### src/rtl/img_rle_pkg.sv
// Shared constants, FSM state codes and the run-word layout for the RLE image decoder.
package img_rle_pkg;

  localparam int unsigned IMG_W       = 128;
  localparam int unsigned IMG_H       = 128;
  localparam int unsigned WORD_W      = 16;
  localparam int unsigned RUN_W       = 15;
  localparam int unsigned IMG_PIXELS  = IMG_W * IMG_H;
  localparam int unsigned PIX_CNT_W   = $clog2(IMG_PIXELS);
  localparam int unsigned WORD_ADDR_W = $clog2(IMG_PIXELS / WORD_W);
  localparam int unsigned BIT_SEL_W   = $clog2(WORD_W);
  localparam int unsigned RUN_DATA_W  = RUN_W + 1;

  typedef logic [1:0] state_t;
  localparam state_t ST_IDLE = 2'd0;
  localparam state_t ST_LOAD = 2'd1;
  localparam state_t ST_FILL = 2'd2;
  localparam state_t ST_DONE = 2'd3;

  // Run word: [15] pixel value, [14:0] run length
  typedef struct packed {
    logic             value;
    logic [RUN_W-1:0] len;
  } run_word_t;

endpackage

### src/rtl/img_word_packer.sv
// Packs the serial pixel stream into 16-pixel words (first pixel in the MSB)
// and registers the image-buffer write strobe, address and data.
module img_word_packer
  import img_rle_pkg::*;
(
  input  logic                   clk,
  input  logic                   rst,
  input  logic                   i_pixel,
  input  logic                   i_pixel_valid,
  input  logic [PIX_CNT_W-1:0]   i_pix_cnt,
  output logic                   o_img_we,
  output logic [WORD_ADDR_W-1:0] o_img_addr,
  output logic [WORD_W-1:0]      o_img_wdata
);

  logic [WORD_W-1:0]      r_pack;
  logic                   r_img_we;
  logic [WORD_ADDR_W-1:0] r_img_addr;
  logic [WORD_W-1:0]      r_img_wdata;

  logic [BIT_SEL_W-1:0]   w_bit;
  logic [WORD_W-1:0]      w_word;
  logic                   w_word_end;

  assign w_bit      = i_pix_cnt[BIT_SEL_W-1:0];
  assign w_word_end = i_pixel_valid && (w_bit == BIT_SEL_W'(WORD_W - 1));

  // Current word with the incoming pixel inserted at bit 15-(p&15)
  always_comb begin
    w_word = r_pack;
    w_word[BIT_SEL_W'(WORD_W - 1) - w_bit] = i_pixel;
  end

  always_ff @(posedge clk or posedge rst) begin
    if (rst) begin
      r_pack      <= '0;
      r_img_we    <= 1'b0;
      r_img_addr  <= '0;
      r_img_wdata <= '0;
    end else begin
      r_img_we <= w_word_end;
      if (w_word_end) begin
        r_pack      <= '0;
        r_img_addr  <= i_pix_cnt[PIX_CNT_W-1:BIT_SEL_W];
        r_img_wdata <= w_word;
      end else if (i_pixel_valid) begin
        r_pack <= w_word;
      end
    end
  end

  assign o_img_we    = r_img_we;
  assign o_img_addr  = r_img_addr;
  assign o_img_wdata = r_img_wdata;

endmodule

### src/rtl/img_rle_decoder.sv
// Run-length decoder filling the 128x128 binary image buffer, one pixel per FILL cycle.
// Optional macro RLE_ERR_EN enables the sticky truncation (overflow) flag on err.
module img_rle_decoder
  import img_rle_pkg::*;
(
  input  logic                   clk,
  input  logic                   rst,
  input  logic                   start,
  input  logic                   run_valid,
  output logic                   run_ready,
  input  logic [RUN_DATA_W-1:0]  run_data,
  output logic                   img_we,
  output logic [WORD_ADDR_W-1:0] img_addr,
  output logic [WORD_W-1:0]      img_wdata,
  output logic                   busy,
  output logic                   done,
  output logic                   err
);

  state_t               r_state;
  logic [PIX_CNT_W-1:0] r_pix_cnt;
  logic [RUN_W-1:0]     r_rem;
  logic                 r_value;
  logic                 r_run_ready;
  logic                 r_busy;
  logic                 r_done;

  state_t               w_state_nxt;
  logic [PIX_CNT_W-1:0] w_pix_cnt_nxt;
  logic [RUN_W-1:0]     w_rem_nxt;
  logic                 w_value_nxt;
  logic                 w_accept;
  logic                 w_start_acc;
  logic                 w_last_pix;
  run_word_t            w_run;

  assign w_run       = run_word_t'(run_data);
  assign w_accept    = run_valid && r_run_ready;
  assign w_start_acc = start && ((r_state == ST_IDLE) || (r_state == ST_DONE));
  assign w_last_pix  = (r_pix_cnt == PIX_CNT_W'(IMG_PIXELS - 1));

  always_comb begin
    w_state_nxt   = r_state;
    w_pix_cnt_nxt = r_pix_cnt;
    w_rem_nxt     = r_rem;
    w_value_nxt   = r_value;
    case (r_state)
      ST_IDLE, ST_DONE: begin
        if (w_start_acc) begin
          w_state_nxt   = ST_LOAD;
          w_pix_cnt_nxt = '0;
          w_rem_nxt     = '0;
        end
      end
      ST_LOAD: begin
        // Zero-length runs are consumed without leaving LOAD
        if (w_accept) begin
          w_value_nxt = w_run.value;
          if (w_run.len != '0) begin
            w_rem_nxt   = w_run.len;
            w_state_nxt = ST_FILL;
          end
        end
      end
      ST_FILL: begin
        w_pix_cnt_nxt = r_pix_cnt + PIX_CNT_W'(1);
        w_rem_nxt     = r_rem - RUN_W'(1);
        if (w_last_pix) begin
          w_state_nxt = ST_DONE;
          w_rem_nxt   = '0;
        end else if (r_rem == RUN_W'(1)) begin
          w_state_nxt = ST_LOAD;
        end
      end
      default: w_state_nxt = ST_IDLE;
    endcase
  end

  always_ff @(posedge clk or posedge rst) begin
    if (rst) begin
      r_state     <= ST_IDLE;
      r_pix_cnt   <= '0;
      r_rem       <= '0;
      r_value     <= 1'b0;
      r_run_ready <= 1'b0;
      r_busy      <= 1'b0;
      r_done      <= 1'b0;
    end else begin
      r_state     <= w_state_nxt;
      r_pix_cnt   <= w_pix_cnt_nxt;
      r_rem       <= w_rem_nxt;
      r_value     <= w_value_nxt;
      r_run_ready <= (w_state_nxt == ST_LOAD);
      r_busy      <= (w_state_nxt == ST_LOAD) || (w_state_nxt == ST_FILL);
      r_done      <= (w_state_nxt == ST_DONE);
    end
  end

  img_word_packer u_packer (
    .clk           (clk),
    .rst           (rst),
    .i_pixel       (r_value),
    .i_pixel_valid (r_state == ST_FILL),
    .i_pix_cnt     (r_pix_cnt),
    .o_img_we      (img_we),
    .o_img_addr    (img_addr),
    .o_img_wdata   (img_wdata)
  );

`ifdef RLE_ERR_EN
  logic r_err;
  logic w_trunc;

  // Run still had pixels left when the final pixel was placed
  assign w_trunc = (r_state == ST_FILL) && w_last_pix && (r_rem > RUN_W'(1));

  always_ff @(posedge clk or posedge rst) begin
    if (rst)              r_err <= 1'b0;
    else if (w_start_acc) r_err <= 1'b0;
    else if (w_trunc)     r_err <= 1'b1;
  end

  assign err = r_err;
`else
  assign err = 1'b0;
`endif

  assign run_ready = r_run_ready;
  assign busy      = r_busy;
  assign done      = r_done;

endmodule

### config.mk
export PLATFORM = sky130hd
export DESIGN_NAME = img_rle_decoder
export DESIGN_NICKNAME = d
export VERILOG_FILES = /design/src/rtl/img_rle_pkg.sv /design/src/rtl/img_word_packer.sv /design/src/rtl/img_rle_decoder.sv
export SDC_FILE = /design/constraint.sdc
export NUM_CORES = 1
export LEC_CHECK = 0
export CORE_MARGIN = 10
export CORE_UTILIZATION = 35
export CTS_CLUSTER_DIAMETER = 30
export DETAILED_ROUTE_END_ITERATION = 16
export MAX_ROUTING_LAYER = met4
export PLACE_DENSITY_LB_ADDON = 0.12
export SLEW_MARGIN = 20
export SYNTH_ARGS = -nofsm -noshare
export SYNTH_HDL_FRONTEND = slang
export SYNTH_SLANG_ARGS = --single-unit
### constraint.sdc
create_clock -name clk -period 3.9 [get_ports clk]
set_input_delay 1.17 -clock clk [delete_from_list [all_inputs] [get_ports clk]]
set_output_delay 1.17 -clock clk [all_outputs]
set_load 0.1 [all_outputs]
==> run metrics, run 1 <==
status=finished, final reports clean; clock slew at reported path FFs=about 0.060 ns; DRT Wirelength=~10000 um; Routed met2 length=about 4700 um; Max Slew Vio Count=0; Layout Nets=504; routed vias=roughly 3300; Clock Skews=between 0.004 and 0.005 ns; Reg-to-Reg End=r_rem[5]; max incr delay on CP=0.60 ns; Yosys Warn Count=0; hold path cells=2; row count=39; CTS Sinks=slightly below 80; Cell Area, Synth=a little over 0.004 sq mm; Hold WS=around 0.48 ns; Reg area=0.00193 sq mm; global-route wire length before repair=roughly 17000 um; CP max FO=15; startpoint types=primary input; Worst-Skew Late Latency=~0.34 ns; Synth Register Bits=between 70 and 80; HP Start=u_packer.r_pack[4]; post-synth top area share=about 47%; top sig layer=met4; number of diodes=0; final core utilization=between 40 and 50%; Async SR Flop Fraction=between 90% and 100%; PostCTS Resize Cnt=0; worst r2r path cells=6; main flop type after synthesis=dfrtp_1; sequential share of the synthesized area=about 47%; Hold Crit Class=flop to flop; Arr. time, crit path=3.26 ns; postcts setup bufs=0; synthesis-to-layout area growth=20.7%; area of the multi-input gates=0.00197 sq mm; hold buffers post-CTS=0; critical path cell sequence=clkdlybuf4s50_1 > nor4_1 > a41oi_2 > o21ai_2 > o21bai_1 > o2bb2ai_1; PnR Total Power=2.37 mW; Worst Hold Path EP=u_packer.r_pack[4]; CTS H-tree lvls=3; Tmin final=3.00 ns; initial antenna violation count=0; Leak Pwr=approximately 2.2 nW; synthesized area per cell=9.48 sq um; Met1 Routed Length=~5000 um; kind of critical path=primary input to flop; most frequent cells in the layout=77 x dfrtp_1, 55 x o21ai_0, 52 x nand2_1; VDD IR max=0.312 mV; Num CTS Buffers=9; DPL Wire Length=~7300 um; GP Congestion=0.841; CTS tree=done; period utilization=between 70% and 80%; Via density=around 5.3; Worst-Margin Slew=~0.97 ns; Netlist cell types=57; largest net degree at the start of global routing=78; pwr/cell area=about 480 mW/mm^2; fill count=around 1100; First-pass DRT Iterations=4; vias in the first global route=3365; final setup violating endpoints=0; critical path capture point type=flop; I/O pin cnt=roughly 50; DRC viols=0; max-cap violations=0; I/O Buffers=49; die height=about 130 um; total die area=about 0.017 sq mm; met3 wire length=544 um; Setup Total Neg Slack=0 ns; total core area=0.0115 sq mm; count of final hold-check violations=0; ANT nets after route=0; Post-Synthesis Cells=around 440; share of cells above drive strength 1=between 10% and 20%; clk root buf=clkbuf_16; Die X=129 um; Synth area leader=dfrtp_1; initial drt markers=approximately 370; syn_nets=between 400 and 500; FF-to-FF Start=r_pix_cnt[0]; number of synthesized flops with an enable pin=0; Critical Path RT=about 4.2 ns; WL/cell=approximately 17 um; Area contributors post-synth=dfrtp_1 47%, o21ai_0 6.7%, nand2_1 4.7%, mux2i_1 4.4%, mux2_2 4.1%; FF-to-FF setup slack=roughly 1.2 ns; Slew headroom=between 30% and 40%; f_max=0.333 GHz; initial core utilization=a little over a third; RSZ-0062 raised after global routing=no; CP max stage cell=o21ai_2; most common cell after layout, fill and taps aside=dfrtp_1; CTS max path bufs=2; gr ovfl total=0; Total Routing Usage GR=around 13%
synth_stat cells, types with 6 or more instances:
library cell,n
dfrtp_1,77
o21ai_0,55
nand2_1,52
nor2_1,24
a21oi_1,22
inv_1,21
mux2i_1,18
mux2_2,15
nand3_1,14
clkbuf_1,13
nand4_1,10
a32oi_1,9
ha_1,9
nor3_1,9
buf_2,6
nor4_1,6
layer usage:
layer / vias up / GRT usage, %
met5: - / -
met4: 0 / 4.78
met3: 16 / 3.90
met2: 67 / 19.7
met1: 1581 / 17.3
li1: 1637 / -
logic make-up after synthesis:
kind of cell    after synthesis  synth area share (%)
compound gates              119                  18.0
xor+xnor                      6                  1.27
fa+ha+maj                     9                  2.73
buf+inv                      47                  5.55
flops                        77                  46.7
mux                          33                  8.46
other cells                   1                0.0909
simple gates                143                  17.2
sequential cells by signal, summed over array words and instances (netlist names):
name,count
run_ready,1
u_packer.o_img_we,1
busy,1
u_packer.o_img_addr,10
u_packer.r_pack,15
u_packer.o_img_wdata,16
done,1
r_pix_cnt,14
r_value,1
r_state,2
r_rem,15
final cells by class:
type                       instances  share of cell area (%)
sequential                        77                    38.7
tap                              143                    3.60
inverter                          21                    1.58
multi-input combinational        311                    39.6
clock inverter                     3                    1.31
clock buffer                      13                    5.63
timing repair buffer              55                    9.61
worst max path at each step:
stage	startpoint	to	slack (ns)	cells past startpoint
after floorplan	rst	busy	0.76	1
after global placement	run_data[9]	r_rem[9]	0.66	6
after detailed placement	run_data[9]	r_rem[7]	0.57	6
after CTS	busy	busy	0.91	1
after global routing	run_data[9]	r_rem[13]	0.78	6
final	run_data[9]	r_rem[7]	0.90	6
through the flow:
step / setup WS [ns] / cells / cell area (sq um)
floorplan: 0.763 / 435 / 4120
detailed placement: 0.568 / 607 / 4630
CTS: 0.908 / 623 / 4980
finish: 0.898 / 623 / 4980
global route: 0.783 / 623 / 4980
global placement: 0.662 / 607 / 4630
report_power, final:
part | switching [mW] | internal (mW)
Sequential | 0.0749 | 0.861
Clock | 0.318 | 0.629
Combinational | 0.365 | 0.123
worst max-delay path: cells and delay by family:
| family | cells | cell delay (ns) |
|---|---|---|
| simple gates | 1 | 0.42 |
| compound gates | 4 | 1.23 |
| buf+inv | 1 | 0.43 |
Note: power is estimated with default switching activity, not from simulation.
==> inputs of run 2 (changes only) <==
==> constraint.sdc (replaced) <==
create_clock -name clk -period 2.9 [get_ports clk]
set_input_delay 0.87 -clock clk [delete_from_list [all_inputs] [get_ports clk]]
set_output_delay 0.87 -clock clk [all_outputs]
set_load 0.1 [all_outputs]
==> run metrics, run 2 (synthesized netlist as in run 1, its figures left out) <==
total core area=0.0115 sq mm (unchanged); Largest register FFs=16 (unchanged); Final Instance Area=0.00509 sq mm (+2.2%); f_max=a little under 0.4 GHz; postcts setup bufs=0 (unchanged); total die area=0.0165 sq mm (unchanged); most common cell after layout, fill and taps aside=dfrtp_1; Slew headroom=61.1% (+26 points); Reg-to-Reg End=busy; Hold Crit Class=flop to flop; CTS max path bufs=2 (unchanged); Num CTS Buffers=9 (unchanged); CP max stage cell=clkdlybuf4s50_1; hold buffers post-CTS=0 (unchanged); RSZ-0062 raised after global routing=no; placed cell area=0.00474 sq mm (+2.3%); CP max FO=5 (-10); worst r2r path cells=8 (+2); number of diodes=0 (unchanged); critical path cell sequence=clkdlybuf4s50_1 > nor4_1 > a41oi_2 > o211ai_1 > a221oi_1 > a21oi_1 > ha_1 > inv_1; initial drt markers=206 (-44%); PostCTS Resize Cnt=0 (unchanged); DRT Wirelength=10400 um (+0.26%); vias in the first global route=3519 (+4.6%); I/O Buffers=49 (unchanged); FF-to-FF setup slack=0.67 ns (-0.50 ns); clock slew at reported path FFs=0.06 ns (about the same); Leak Pwr=2.29 nW (+3.3%); I/O pin cnt=51 (unchanged); period utilization=88.0%; final core utilization=44.4% (+0.97 points); max-cap violations=0 (unchanged); DRC viols=0 (unchanged); initial antenna violation count=0 (unchanged); Max Slew Vio Count=0 (unchanged); kind of critical path=primary input to flop; crit path from=run_data[9]; max incr delay on CP=0.43 ns (-0.17 ns); gr ovfl total=0 (unchanged); WL/cell=16.4 um (-2.1%); pwr/cell area=637 mW/mm^2 (+34%); Die X=129 um (unchanged); fill count=1128 (-1.5%); VDD IR max=0.463 mV (+48%); status=finished, final reports clean; CTS Sinks=77 (unchanged); CTS H-tree lvls=3 (unchanged); CTS tree=done; final setup violating endpoints=0 (unchanged); initial core utilization=36.0% (unchanged); count of final hold-check violations=0 (unchanged); ANT nets after route=0 (unchanged); clk root buf=clkbuf_16; global-route wire length before repair=18000 um (+2.9%); worst setup path end=busy; die height=129 um (unchanged); GP Congestion=0.897 (+6.6%); routed vias=3388 (+2.6%); FF-to-FF Start=r_pix_cnt[0]; row count=39 (unchanged); Arr. time, crit path=2.82 ns (-0.44 ns); Via density=5.31 (+0.22%); Total Routing Usage GR=13.4% (about the same); Tmin final=2.55 ns; synthesis-to-layout area growth=23.4%; Worst-Margin Slew=0.583 ns (-0.387 ns); Clock Skews=0.00805 ns (+0.00371 ns); First-pass DRT Iterations=4 (unchanged); share of cells above drive strength 1=18.6% (+2.8 points); most frequent cells in the layout=77 x dfrtp_1, 55 x o21ai_0, 52 x nand2_1; startpoint types=primary input; Layout Nets=519 (+3.0%); critical path capture point type=flop; Critical Path RT=3.17 ns (-0.99 ns); DPL Wire Length=7390 um (+1.3%); largest net degree at the start of global routing=78 (unchanged); Worst-Skew Late Latency=0.33 ns (about the same)
[run 2: worst min path at each step]
stage | end | startpoint | cells past startpoint
floorplan | u_packer.r_pack[4] | u_packer.r_pack[4] | 2
finish | u_packer.o_img_wdata[14] | u_packer.o_img_wdata[14] | 2
detailed placement | u_packer.r_pack[4] | u_packer.r_pack[4] | 2
global placement | u_packer.o_img_wdata[1] | u_packer.o_img_wdata[1] | 2
global route | u_packer.o_img_wdata[13] | u_packer.o_img_wdata[13] | 2
CTS | u_packer.o_img_wdata[14] | u_packer.o_img_wdata[14] | 2
[run 2: worst max-delay path, delay by kind of cell]
family	cells	cell delay [ns]
buf+inv	2	0.48
simple gates	1	0.39
fa+ha+maj	1	0.26
compound gates	4	0.82
[run 2: power breakdown]
part | internal, mW | leakage [nW] | total (mW) | switching (mW)
registers | 1.16 | 0.998 | 1.26 | 0.103
logic | 0.168 | 1.12 | 0.659 | 0.491
clock network | 0.868 | 0.166 | 1.32 | 0.454
[run 2: area by class of cell]
class	count	area, sq um	share of cell area (%)
clock inverter	5	106	2.09
inverter	21	78.8	1.55
tap	143	179	3.52
multi-input combinational	311	1970	38.7
sequential	77	1930	37.9
timing repair buffer	70	586	11.5
clock buffer	11	243	4.77
[run 2: per-stage QoR]
step | std cells | worst slack [ns] | total power, mW | TNS (ns) | hold slack (ns)
floorplan | 435 | 0.0633 | 1.77 | 0 | 0.446
global placement | 622 | 0.0136 | 1.94 | 0 | 0.466
detailed placement | 622 | -0.0358 | 1.94 | -0.0358 | 0.471
CTS | 638 | 0.308 | 3.28 | 0 | 0.485
global route | 638 | 0.134 | 3.37 | 0 | 0.509
finish | 638 | 0.347 | 3.24 | 0 | 0.477
[run 2: routing by layer]
| layer | global-route usage [%] | up-vias | routed length, um |
|---|---|---|---|
| met5 | - | - | 0 |
| met4 | 4.13 | 0 | 42 |
| met3 | 2.30 | 4 | 354 |
| met2 | 20.3 | 60 | 4840 |
| met1 | 18.1 | 1652 | 5210 |
| li1 | - | 1672 | - |
==> inputs of run 3 (changes only) <==
--- a/config.mk
+++ b/config.mk
@@ -5,10 +5,12 @@
 export SDC_FILE = /design/constraint.sdc
 export NUM_CORES = 1
 export LEC_CHECK = 0
+export ABC_AREA = 1
 export CORE_MARGIN = 10
 export CORE_UTILIZATION = 35
 export CTS_CLUSTER_DIAMETER = 30
 export DETAILED_ROUTE_END_ITERATION = 16
+export DONT_BUFFER_PORTS = 1
 export MAX_ROUTING_LAYER = met4
 export PLACE_DENSITY_LB_ADDON = 0.12
 export SLEW_MARGIN = 20
==> run metrics, run 3 <==
Yosys Warn Count=0 (unchanged); total core area=0.0113 sq mm (-1.3%); FF-to-FF setup slack=0.83 ns (+0.16 ns); vias in the first global route=3324 (-5.5%); number of diodes=0 (unchanged); global-route wire length before repair=17000 um (-5.3%); synthesis-to-layout area growth=12.3%; post-synth top area share=48.0% (+1.3 points); VDD IR max=0.354 mV (-24%); count of final hold-check violations=0 (unchanged); critical path capture point type=output pin; CTS tree=done; period utilization=74.3% (-14 points); Critical Path RT=2.03 ns (-1.14 ns); WL/cell=14.7 um (-10%); GP Congestion=0.845 (-5.8%); Netlist cell types=32 (-44%); pwr/cell area=915 mW/mm^2 (+44%); Cell Area, Synth=0.00402 sq mm (-2.6%); Synth area leader=dfrtp_1; postcts setup bufs=0 (unchanged); FF-to-FF Start=r_state[0]; main flop type after synthesis=dfrtp_1; sequential share of the synthesized area=48.0% (+1.3 points); Largest register FFs=16 (unchanged); DRC viols=0 (unchanged); CP max FO=2 (-3); startpoint types=flop; initial drt markers=210 (+1.9%); clock slew at reported path FFs=0.06 ns (about the same); hold buffers post-CTS=0 (unchanged); PostCTS Resize Cnt=0 (unchanged); die height=127 um (-1.1%); Max Slew Vio Count=0 (unchanged); Layout Nets=567 (+9.2%); share of cells above drive strength 1=8.84% (-9.7 points); number of synthesized flops with an enable pin=0 (unchanged); Slew headroom=39.2% (-22 points); final setup violating endpoints=0 (unchanged); initial core utilization=35.5% (-0.50 points); row count=39 (unchanged); Leak Pwr=2.14 nW (-6.3%); Clock Skews=0.00716 ns (-0.000885 ns); Synth top cells by count=170 x nand2_1, 77 x dfrtp_1, 62 x o21ai_0; CTS H-tree lvls=3 (unchanged); CTS Sinks=77 (unchanged); RSZ-0062 raised after global routing=no; Num CTS Buffers=9 (unchanged); I/O Buffers=0 (-100%); Tmin final=2.16 ns (-0.397 ns); Arr. time, crit path=1.29 ns (-1.53 ns); initial antenna violation count=0 (unchanged); ANT nets after route=0 (unchanged); Reg-to-Reg End=u_packer.o_img_wdata[13]; syn_nets=556 (+20%); Hold Crit Class=primary input to asynchronous set/reset pin; total die area=0.0162 sq mm (-2.2%); First-pass DRT Iterations=5 (+1); Setup Total Neg Slack=0 ns (unchanged); Worst-Skew Late Latency=0.35 ns (+0.02 ns); status=finished, final reports clean; Die X=127 um (-1.1%); max-cap violations=0 (unchanged); routed vias=3329 (-1.7%); DPL Wire Length=7290 um (-1.4%); Worst-Margin Slew=0.912 ns (+0.329 ns); most frequent cells in the layout=170 x nand2_1, 77 x dfrtp_1, 62 x o21ai_0; CTS max path bufs=2 (unchanged); Async SR Flop Fraction=100% (unchanged); most common cell after layout, fill and taps aside=nand2_1; Area contributors post-synth=dfrtp_1 48%, nand2_1 16%, o21ai_0 7.7%, inv_1 5.0%, nor2_1 4.3%; clk root buf=clkbuf_16; I/O pin cnt=51 (unchanged); DRT Wirelength=10100 um (-3.2%); Synth Register Bits=77 (unchanged); largest net degree at the start of global routing=50 (-36%); synthesized area per cell=7.62 sq um (-20%); gr ovfl total=0 (unchanged); f_max=0.464 GHz (+18%); PnR Total Power=4.13 mW (+27%); Total Routing Usage GR=13.3% (-0.13 points); most common cell in the synthesized netlist=nand2_1; Via density=4.85 (-8.6%); Post-Synthesis Cells=527 (+21%); worst r2r path cells=7 (-1); kind of critical path=flop to output pin
run 3: cell types whose count changed after synthesis, sizes merged, moves of 8 or more:
cell / previous run / this run
a32oi: 9 / 0
inv: 21 / 57
mux2: 15 / 0
mux2i: 18 / 0
nand2: 53 / 172
nand3: 14 / 28
nor2: 24 / 49
nor4: 8 / 0
o21ai: 57 / 74
run 3: worst max path at each step:
| stage | endpoint | slack, ns | cells past startpoint | start |
|---|---|---|---|---|
| after floorplan | busy | 0.06 | 1 | rst |
| after global placement | busy | 0.82 | 11 | run_data[5] |
| after detailed placement | r_rem[0] | 0.79 | 8 | run_data[5] |
| after CTS | img_addr[2] | 0.72 | 0 | u_packer.o_img_addr[2] |
| after global routing | r_pix_cnt[9] | 0.53 | 11 | r_state[0] |
| final | img_addr[7] | 0.74 | 0 | u_packer.o_img_addr[7] |
run 3: cell families after synthesis:
group                      share of synthesized area, %
AOI/OAI and AO/OA                                  12.6
buffers and inverters                              7.60
xor gates and xnor gates                           1.96
adders and majority gates                          2.80
other                                            0.0934
DFF                                                48.0
and+or+nand+nor                                    26.9
run 3: area by class of cell:
cell class / instances / area (sq um)
Clock inverter: 5 / 36.3
Multi-Input combinational cell: 376 / 1780
Tap cell: 143 / 179
Fill cell: 1197 / 6810
Clock buffer: 11 / 243
Timing Repair Buffer: 17 / 128
Sequential cell: 77 / 1930
Inverter: 57 / 215
run 3: layer usage:
layer	part of all wire (%)	track usage (%)
met1	46	15.7
met2	50	21.4
met3	3.7	3.06
met4	1.1	5.76
met5	0	-
run 3: power by group:
part	internal [mW]	total, mW	switching, mW
sequential	1.23	1.43	0.196
combinational	0.485	1.63	1.15
clock	0.603	1.07	0.467
total	2.32	4.13	1.81
run 3: per-stage QoR:
stage | hold slack, ns | util (%) | instance area (sq um) | worst slack [ns] | cells
after CTS | 0.437 | 39.8 | 4510 | 0.719 | 686
after global routing | 0.453 | 39.8 | 4510 | 0.532 | 686
final | 0.419 | 39.8 | 4510 | 0.744 | 686
after floorplan | 0.449 | - | 4020 | 0.0633 | 527
after global placement | 0.469 | 37.4 | 4230 | 0.818 | 670
after detailed placement | 0.474 | 37.4 | 4230 | 0.790 | 670
